**src/rtl/clock_time_counter.sv**
```systemverilog
// clock_time_counter: 12-hour time-of-day keeper for the seg7 display path.
// Divides the board clock to a 1 Hz tick and advances hh:mm:ss AM/PM.
// Two raw push-buttons (hours, minutes) are synchronised and debounced here,
// and each accepted press sets the time.
module clock_time_counter #(
    parameter int TICK_CYCLES     = 100_000_000,
    parameter int DEBOUNCE_CYCLES = 1_000_000
) (
    input  logic       clk_100Mhz,
    input  logic       reset,
    input  logic       btn_hrs,
    input  logic       btn_mins,
    output logic [2:0] hrs_tens,
    output logic [3:0] hrs_ones,
    output logic [2:0] mins_tens,
    output logic [3:0] mins_ones,
    output logic [5:0] secs,
    output logic       pm
);

    localparam int PW = (TICK_CYCLES > 1) ? $clog2(TICK_CYCLES) : 1;
    localparam int DW = (DEBOUNCE_CYCLES > 1) ? $clog2(DEBOUNCE_CYCLES) : 1;
    localparam logic [PW-1:0] PRESC_LAST = PW'(TICK_CYCLES - 1);
    localparam logic [DW-1:0] DB_LAST    = DW'(DEBOUNCE_CYCLES - 1);

    // Button index 0 is hours, index 1 is minutes.
    logic [1:0]    btn_raw;
    logic [1:0]    sync_a;
    logic [1:0]    sync_b;
    logic [1:0]    accepted;
    logic [1:0]    accepted_d;
    logic [1:0]    press;
    logic [DW-1:0] db_cnt [2];

    logic [PW-1:0] presc;
    logic          tick;
    logic          inc_hrs;
    logic          inc_mins;

    logic [2:0]    hrs_tens_n;
    logic [3:0]    hrs_ones_n;
    logic [2:0]    mins_tens_n;
    logic [3:0]    mins_ones_n;
    logic [5:0]    secs_n;
    logic          pm_n;
    logic          hrs_step;
    logic          mins_step;

    assign btn_raw  = {btn_mins, btn_hrs};
    assign press    = accepted & ~accepted_d;
    assign inc_hrs  = press[0];
    assign inc_mins = press[1];
    assign tick     = (presc == PRESC_LAST);

    // Prescaler: wraps every TICK_CYCLES clocks; a minute set restarts the second.
    always_ff @(posedge clk_100Mhz or posedge reset) begin
        if (reset) begin
            presc <= '0;
        end else if (inc_mins || tick) begin
            presc <= '0;
        end else begin
            presc <= presc + PW'(1);
        end
    end

    // Per-button 2-flop synchroniser, debouncer and rising-edge history.
    always_ff @(posedge clk_100Mhz or posedge reset) begin
        if (reset) begin
            sync_a     <= '0;
            sync_b     <= '0;
            accepted   <= '0;
            accepted_d <= '0;
            db_cnt[0]  <= '0;
            db_cnt[1]  <= '0;
        end else begin
            sync_a     <= btn_raw;
            sync_b     <= sync_a;
            accepted_d <= accepted;
            for (int i = 0; i < 2; i++) begin
                if (sync_b[i] != accepted[i]) begin
                    if (db_cnt[i] == DB_LAST) begin
                        accepted[i] <= sync_b[i];
                        db_cnt[i]   <= '0;
                    end else begin
                        db_cnt[i] <= db_cnt[i] + DW'(1);
                    end
                end else begin
                    db_cnt[i] <= '0;
                end
            end
        end
    end

    // Next time value: a press outranks the tick in the same cycle, and a
    // minute set never carries into hours.
    always_comb begin
        hrs_tens_n  = hrs_tens;
        hrs_ones_n  = hrs_ones;
        mins_tens_n = mins_tens;
        mins_ones_n = mins_ones;
        secs_n      = secs;
        pm_n        = pm;
        hrs_step    = 1'b0;
        mins_step   = 1'b0;

        if (inc_hrs || inc_mins) begin
            if (inc_mins) begin
                mins_step = 1'b1;
                secs_n    = '0;
            end
            if (inc_hrs) begin
                hrs_step = 1'b1;
            end
        end else if (tick) begin
            if (secs == 6'd59) begin
                secs_n    = '0;
                mins_step = 1'b1;
                if (mins_tens == 3'd5 && mins_ones == 4'd9) begin
                    hrs_step = 1'b1;
                end
            end else begin
                secs_n = secs + 6'd1;
            end
        end

        if (mins_step) begin
            if (mins_ones == 4'd9) begin
                mins_ones_n = 4'd0;
                mins_tens_n = (mins_tens == 3'd5) ? 3'd0 : mins_tens + 3'd1;
            end else begin
                mins_ones_n = mins_ones + 4'd1;
            end
        end

        if (hrs_step) begin
            if (hrs_tens == 3'd1 && hrs_ones == 4'd2) begin
                hrs_tens_n = 3'd0;
                hrs_ones_n = 4'd1;
            end else if (hrs_tens == 3'd0 && hrs_ones == 4'd9) begin
                hrs_tens_n = 3'd1;
                hrs_ones_n = 4'd0;
            end else begin
                hrs_ones_n = hrs_ones + 4'd1;
            end
            if (hrs_tens == 3'd1 && hrs_ones == 4'd1) begin
                pm_n = ~pm;
            end
        end
    end

    // Time registers; reset shows 12:00:00 AM.
    always_ff @(posedge clk_100Mhz or posedge reset) begin
        if (reset) begin
            hrs_tens  <= 3'd1;
            hrs_ones  <= 4'd2;
            mins_tens <= 3'd0;
            mins_ones <= 4'd0;
            secs      <= 6'd0;
            pm        <= 1'b0;
        end else begin
            hrs_tens  <= hrs_tens_n;
            hrs_ones  <= hrs_ones_n;
            mins_tens <= mins_tens_n;
            mins_ones <= mins_ones_n;
            secs      <= secs_n;
            pm        <= pm_n;
        end
    end

endmodule

```
**config.mk**
```make
export PLATFORM = sky130hd
export DESIGN_NAME = clock_time_counter
export DESIGN_NICKNAME = d
export VERILOG_FILES = /design/src/rtl/clock_time_counter.sv
export SDC_FILE = /design/constraint.sdc
export NUM_CORES = 1
export LEC_CHECK = 0
export ABC_AREA = 1
export BUFFER_PORTS_ARGS = -buffer_cell sky130_fd_sc_hd__buf_2
export CAP_MARGIN = 20
export CORE_MARGIN = 2
export CORE_UTILIZATION = 55
export DETAILED_ROUTE_END_ITERATION = 7
export PLACE_DENSITY = 0.85
export SLEW_MARGIN = 20
export SYNTH_ARGS = -nofsm -noshare
export SYNTH_HDL_FRONTEND = slang
export SYNTH_SLANG_ARGS = --single-unit
export TNS_END_PERCENT = 1
```
**constraint.sdc**
```tcl
create_clock -name clk_100Mhz -period 2.8 [get_ports clk_100Mhz]
set_input_delay 0.14 -clock clk_100Mhz [delete_from_list [all_inputs] [get_ports clk_100Mhz]]
set_output_delay 0.14 -clock clk_100Mhz [all_outputs]
set_load 0.03 [all_outputs]
```
==> flow_metrics.env, run 1 <==
export IMPL_routabilityCongestion=0.929
export IMPL_cts_root_buf="clkbuf_8"
export IMPL_clkLatencyLatePin_ps=370
export IMPL_area_growth_syn_to_layout_pct=8.63
export IMPL_cts_tree="yes"
export IMPL_fin_nets=684
export IMPL_synth_area_leaders="dfrtp_1, nand2_1, nor2_1, inv_1, xor2_1"
export IMPL_dieHeight_um=99.8
export IMPL_period_share=0.706
export IMPL_syn_area_um2=5040
export IMPL_via_count=4195
export IMPL_cts_buffers=9
export IMPL_drt_wl_total_mm=9.99
export IMPL_slew_headroom=0.455
export IMPL_synth_edff_count=0
export IMPL_grt_overflow_total=0
export IMPL_syn_avg_cell_area_um2=7.87
export IMPL_htree_num_levels=3
export IMPL_synth_seq_cells=94
export IMPL_final_common_cell="nand2_1"
export IMPL_grt_max_degree=49
export IMPL_cpLargestDelayFamily="compound AO/OA/AOI/OAI gates"
export IMPL_worstPathBufferInverterCount=1
export IMPL_ys_warn_count=0
export IMPL_maxCapViolCount=0
export IMPL_hold_viol=0
export IMPL_cp_required_ps=3050
export IMPL_critPathSlowestCell="dfrtp_1"
export IMPL_arrival_ps=2230
export IMPL_fin_worst_skew_ps=11.0
export IMPL_max_stage_delay_ps=390
export IMPL_cts_setup_buffers=0
export IMPL_clk_pin_slew_worst_paths_ps=90
export IMPL_timing_final_crit_period_ps=1980
export IMPL_hpwl_mm=7.27
export IMPL_drv_slew=0
export IMPL_initial_utilization=0.573
export IMPL_end_kind="flop"
export IMPL_worstPathCellList="ha_1, nand3_1, nor2_4, nand2_2, o21ai_4, inv_2, o21ai_0, a21oi_1"
export IMPL_die_w_um=99.8
export IMPL_cts_resized=0
export IMPL_synthArstFlopShare=1.00
export IMPL_max_freq_mhz=506
export IMPL_rsz0062_at_grt="no"
export IMPL_peakVddDrop_mv=0.356
export IMPL_synth_cell_types=35
export IMPL_critPathMaxFanout=16
export IMPL_tightestPinTransition_ps=816
export IMPL_rows=34
export IMPL_drive_above_1_share=0.114
export IMPL_coreArea_um2=8810
export IMPL_yosysTopAreaCellShare=0.456
export IMPL_n_antenna_cell=0
export IMPL_p_per_area_nw_per_um2=417
export IMPL_routed_via_density=5.34
export IMPL_ios=25
export IMPL_r2r_cells=8
export IMPL_p_leak_nw=2.55
export IMPL_die_area_um2=9950
export IMPL_setup_tns_ps=0
export IMPL_final_cell_mix="nand2_1, nor2_1, dfrtp_1, inv_1, nand3_1"
export IMPL_grt_util_all_layers=0.222
export IMPL_grt_pass1_wl_mm=17.9
export IMPL_critPathKind="flop to flop"
export IMPL_clockBufferDepth=2
export IMPL_drt_drc_violations_left=0
export IMPL_whs_path_depth=0
export IMPL_place_port_buffers=22
export IMPL_synth_flop_cell="dfrtp_1"
export IMPL_start_kind="flop"
export IMPL_path_depth=8
export IMPL_finalSetupViolCount=0
export IMPL_postSynthCellCount=641
export IMPL_ant_nets=0
export IMPL_final_util=0.622
export IMPL_synth_largest_area_cell="dfrtp_1"
export IMPL_hold_path_class="flop to flop"
export IMPL_cts_sinks=94
export IMPL_grt_pass1_vias=4201
export IMPL_yosysSeqAreaShare=0.467
export IMPL_routedWlPerCell_um=12.7
export IMPL_grt_antenna_before_repair=0
export IMPL_status="finished clean"
export IMPL_drt_iter0_markers=257
export IMPL_drt_pass1_iter_count=5
## cell families after synthesis
kind of cell | Yosys count | synth area share
AOI/OAI and AO/OA | 47 | 0.0543
xor gates and xnor gates | 36 | 0.0625
adders and majority gates | 7 | 0.0174
buffers and inverters | 89 | 0.0717
DFF | 94 | 0.467
other | 1 | 0.000744
and+or+nand+nor | 367 | 0.326
## registers in the layout, indices dropped and copies added (netlist names)
register and count:
accepted 2, accepted_d 2, db_cnt 40, hrs_ones 4, hrs_tens 1, mins_ones 4, mins_tens 3, pm 1
presc 27, secs 6, sync_a 2, sync_b 2
## timing repair
| item | in CTS | in global routing |
|---|---|---|
| hold buffers | 3 | 0 |
| setup endpoints to repair | 0 | 0 |
| hold endpoints to repair | 47 | 0 |
## power by group
part           switching (mW)  internal (mW)
Clock                   0.481          0.370
Sequential            0.00558           1.37
Combinational          0.0473         0.0149
Total                   0.534           1.75
## cell type report
type / count / area (µm²)
multi-input combinational: 459 / 2330
tap: 108 / 135
clock inverter: 5 / 33.8
clock buffer: 11 / 151
timing repair buffer: 26 / 160
fill: 709 / 3330
sequential: 94 / 2350
inverter: 83 / 313
## cells in the mapped netlist, drive strengths merged, types with 4 or more instances
| library cell | count |
|---|---|
| nor3 | 29 |
| ha | 7 |
| dfrtp | 92 |
| nand3 | 42 |
| nor3b | 4 |
| inv | 83 |
| nor2 | 127 |
| a21oi | 19 |
| nand4 | 13 |
| o21ai | 23 |
| nand2 | 140 |
| xor2 | 34 |
| buf | 6 |
| nand3b | 4 |
## metal layers
| layer | vias to the layer above | track usage | share of wire |
|---|---|---|---|
| li1 | 2089 | - | - |
| met1 | 1955 | 0.284 | 0.45 |
| met5 | - | 0 | 0 |
| met3 | 34 | 0.0351 | 0.041 |
| met4 | 0 | 0.115 | 0.026 |
| met2 | 117 | 0.365 | 0.49 |
## worst register-to-register path, delay by kind of cell, from the launching register on
kind | cells | cell delay [ps]
buf+inv | 1 | 250
simple gates | 3 | 390
flops | 1 | 390
compound gates | 3 | 590
fa+ha+maj | 1 | 230
## per-stage QoR
stage / instances / area [µm²] / power, mW / worst slack (ps) / hold slack, ps
global placement: 767 / 5260 / 1.46 / 895 / 248
detailed placement: 767 / 5260 / 1.46 / 831 / 249
CTS: 786 / 5480 / 2.31 / 825 / 355
global route: 786 / 5480 / 2.37 / 620 / 359
finish: 786 / 5480 / 2.28 / 824 / 355
floorplan: 642 / 5050 / 1.44 / 215 / 171
## final timing paths
kind	start	slack, ps	end
worst max-delay path	presc[0]	820	presc[2]
worst min-delay path	sync_a[1]	350	sync_b[1]
worst max register to register	presc[0]	820	presc[2]
worst min register to register	sync_a[1]	350	sync_b[1]
max in group asynchronous	reset	1640	presc[11]
min in group asynchronous	reset	470	db_cnt[30]
Note: power is estimated with default switching activity, not from simulation.
==> run 2, diff against run 1 <==
--- a/config.mk
+++ b/config.mk
@@ -5,13 +5,13 @@
 export SDC_FILE = /design/constraint.sdc
 export NUM_CORES = 1
 export LEC_CHECK = 0
-export ABC_AREA = 1
+export ABC_AREA = 0
 export BUFFER_PORTS_ARGS = -buffer_cell sky130_fd_sc_hd__buf_2
 export CAP_MARGIN = 20
 export CORE_MARGIN = 2
 export CORE_UTILIZATION = 55
 export DETAILED_ROUTE_END_ITERATION = 7
-export PLACE_DENSITY = 0.85
+export PLACE_DENSITY = 0.88
 export SLEW_MARGIN = 20
 export SYNTH_ARGS = -nofsm -noshare
 export SYNTH_HDL_FRONTEND = slang
==> constraint.sdc (replaced) <==
create_clock -name clk_100Mhz -period 1.75 [get_ports clk_100Mhz]
set_input_delay 0.0875 -clock clk_100Mhz [delete_from_list [all_inputs] [get_ports clk_100Mhz]]
set_output_delay 0.0875 -clock clk_100Mhz [all_outputs]
set_load 0.03 [all_outputs]
==> run 2 against run 1 <==
The flow now finishes with violations (setup timing). Sequential power increased by 61%. Clock skew decreased by 0.77 ps. Area after synthesis is 6.9% lower. Global-route usage up 2.6 points. First-iteration DRC count up 1.6%. Clock power up 76%. Worst setup slack lost 940 ps. Sequential share of layout area fell by 3.4 points. Via count decreased by 6.0%. Die area fell by 6.6%. Critical path type unchanged. Critical endpoint is now mins_tens[1]. Largest cell class is now multi-input gates.
==> flow_metrics.env, run 2 <==
export IMPL_status="complete, but fails checks"
export IMPL_violations="setup timing"
export IMPL_grt_util_all_layers=0.247
export IMPL_n_antenna_cell=0
export IMPL_clkLatencyLatePin_ps=370
export IMPL_clk_pin_slew_worst_paths_ps=100
export IMPL_ys_warn_count=0
export IMPL_clockBufferDepth=2
export IMPL_synth_flop_cell="dfrtp_1"
export IMPL_final_util=0.722
export IMPL_slew_headroom=0.590
export IMPL_rows=33
export IMPL_period_share=1.07
export IMPL_grt_pass1_wl_mm=17.9
export IMPL_worstPathBufferInverterCount=0
export IMPL_postSynthCellCount=470
export IMPL_cts_sinks=94
export IMPL_finalSetupViolCount=12
export IMPL_place_ws_ps=-286
export IMPL_final_common_cell="dfrtp_1"
export IMPL_critPathMaxFanout=4
export IMPL_cpMostUsedCell="and4_4"
export IMPL_fin_nets=581
export IMPL_max_stage_delay_ps=420
export IMPL_ant_nets=0
export IMPL_coreArea_um2=8260
export IMPL_setup_tns_ps=-877
export IMPL_worstPathCellList="nor4b_2, and4_4, and4_4, o211a_1, mux2_2"
export IMPL_end_kind="flop"
export IMPL_p_per_area_nw_per_um2=642
export IMPL_largest_reg_flops=40
export IMPL_syn_avg_cell_area_um2=9.99
export IMPL_routabilityCongestion=0.839
export IMPL_ios=25
export IMPL_place_inst=658
export IMPL_die_w_um=96.4
export IMPL_hold_viol=0
export IMPL_synth_edff_count=0
export IMPL_p_leak_nw=2.77
export IMPL_place_port_buffers=22
export IMPL_largestRegisters="db_cnt (40), presc (27), secs (6)"
export IMPL_tightestPinTransition_ps=614
export IMPL_synth_largest_area_cell="dfrtp_1"
export IMPL_drt_iter0_markers=261
export IMPL_arrival_ps=2130
export IMPL_fin_worst_skew_ps=10.2
export IMPL_timing_final_crit_period_ps=1870
export IMPL_synth_common_cells="dfrtp_1, nor2_1, xor2_1"
export IMPL_cts_buffers=9
export IMPL_cp_required_ps=2010
export IMPL_fin_ws_ps=-120
export IMPL_grt_overflow_total=0
export IMPL_drive_above_1_share=0.294
export IMPL_start_kind="flop"
export IMPL_cts_tree="yes"
export IMPL_rr_endpoint="mins_tens[1]"
export IMPL_via_count=3943
export IMPL_max_freq_mhz=535
export IMPL_rsz0062_at_grt="yes"
export IMPL_synth_cell_types=51
export IMPL_final_fill_count=520
export IMPL_grt_max_degree=34
export IMPL_syn_area_um2=4700
export IMPL_drv_slew=0
export IMPL_die_area_um2=9290
export IMPL_yosysTopAreaCellShare=0.490
export IMPL_synthArstFlopShare=1.00
export IMPL_cpLargestDelayFamily="simple AND/OR/NAND/NOR gates"
export IMPL_synth_area_leaders="dfrtp_1, xor2_1, nor2_1, xnor2_1, nand3_1"
export IMPL_hpwl_mm=7.09
export IMPL_hold_path_class="input pin to async pin"
export IMPL_synth_most_common_cell="dfrtp_1"
export IMPL_top_register="db_cnt"
export IMPL_htree_num_levels=3
export IMPL_grt_pass1_vias=3912
export IMPL_synth_seq_cells=94
export IMPL_startpoint="presc[12]"
export IMPL_rr_startpoint="presc[12]"
export IMPL_maxCapViolCount=0
export IMPL_peakVddDrop_mv=0.421
export IMPL_dieHeight_um=96.4
export IMPL_final_cell_mix="dfrtp_1, nor2_1, buf_4, xor2_1, nand2_1"
export IMPL_fin_cells=680
export IMPL_drt_wl_total_mm=11.1
export IMPL_drt_pass1_iter_count=5
export IMPL_cts_root_buf="clkbuf_8"
export IMPL_critPathKind="flop to flop"
export IMPL_critPathSlowestCell="dfrtp_1"
export IMPL_drt_drc_violations_left=0
export IMPL_routed_via_density=5.80
export IMPL_r2r_cells=5
export IMPL_grt_antenna_before_repair=0
export IMPL_area_growth_syn_to_layout_pct=26.9
export IMPL_yosysSeqAreaShare=0.501
export IMPL_initial_utilization=0.569
export IMPL_routedWlPerCell_um=16.4
export IMPL_r2r_slack_ps=-120
[run 2: repair_timing]
| action | in CTS | in global routing |
|---|---|---|
| hold buffers | 3 | 0 |
| hold endpoints to repair | 22 | 0 |
| resized for setup | 25 | 23 |
| pin swaps | 16 | 10 |
| endpoints found under the setup margin | 65 | 83 |
| buffers inserted | 3 | 0 |
[run 2: cell type report]
cell class | count | area, µm² | area share
well taps | 105 | 131 | 0.0220
multi-input cells | 346 | 2410 | 0.405
repair buffers | 104 | 791 | 0.133
inverters | 15 | 60.1 | 0.0101
flip-flops and latches | 94 | 2360 | 0.396
clock buffers | 10 | 138 | 0.0231
clock inverters | 6 | 68.8 | 0.0115
[run 2: where the power goes]
part | switching (mW) | leakage [nW] | internal [mW]
sequential | 0.0108 | 1.27 | 2.19
clock | 0.792 | 0.103 | 0.709
combinational | 0.0839 | 1.39 | 0.0440
total | 0.886 | 2.77 | 2.94
[run 2: kinds of logic after synthesis]
family	Yosys count	share of synthesized area
multiplexers	9	0.0210
XOR/XNOR	62	0.116
AO/OA/AOI/OAI	42	0.0607
AND/OR/NAND/NOR	224	0.255
flip-flops	94	0.501
buffers and inverters	31	0.0272
other	1	0.000798
adder cells (fa/ha/maj)	7	0.0186
[run 2: per-layer routing]
metal,vias up,track usage,part of all wire
met4,0,0.0904,0.024
met3,33,0.0605,0.045
met2,111,0.429,0.52
met5,-,0,0
met1,1982,0.300,0.41
li1,1817,-,-
[run 2: how the worst max path moves through the flow]
stage                    to  slack (ps)  cells past startpoint
6_report       mins_tens[1]        -120                      5
5_1_grt                  pm        -190                      6
4_1_cts        mins_tens[1]        -110                      6
3_5_place_dp   mins_tens[2]        -290                      6
3_3_place_gp   mins_tens[2]        -200                      6
2_1_floorplan  mins_tens[1]        -360                      7
[run 2: tightest hold or removal path: cells and delay by family]
family	cells	cell delay (ps)
buffers and inverters	3	1070
[run 2: metrics by stage]
| step | instance area, µm² | hold slack (ps) | total power [mW] |
|---|---|---|---|
| 6_report | 5960 | 331 | 3.83 |
| 5_1_grt | 5960 | 344 | 3.96 |
| 4_1_cts | 5860 | 334 | 3.85 |
| 3_5_place_dp | 5500 | 193 | 2.36 |
| 3_3_place_gp | 5500 | 187 | 2.36 |
| 2_1_floorplan | 4700 | 119 | 2.31 |
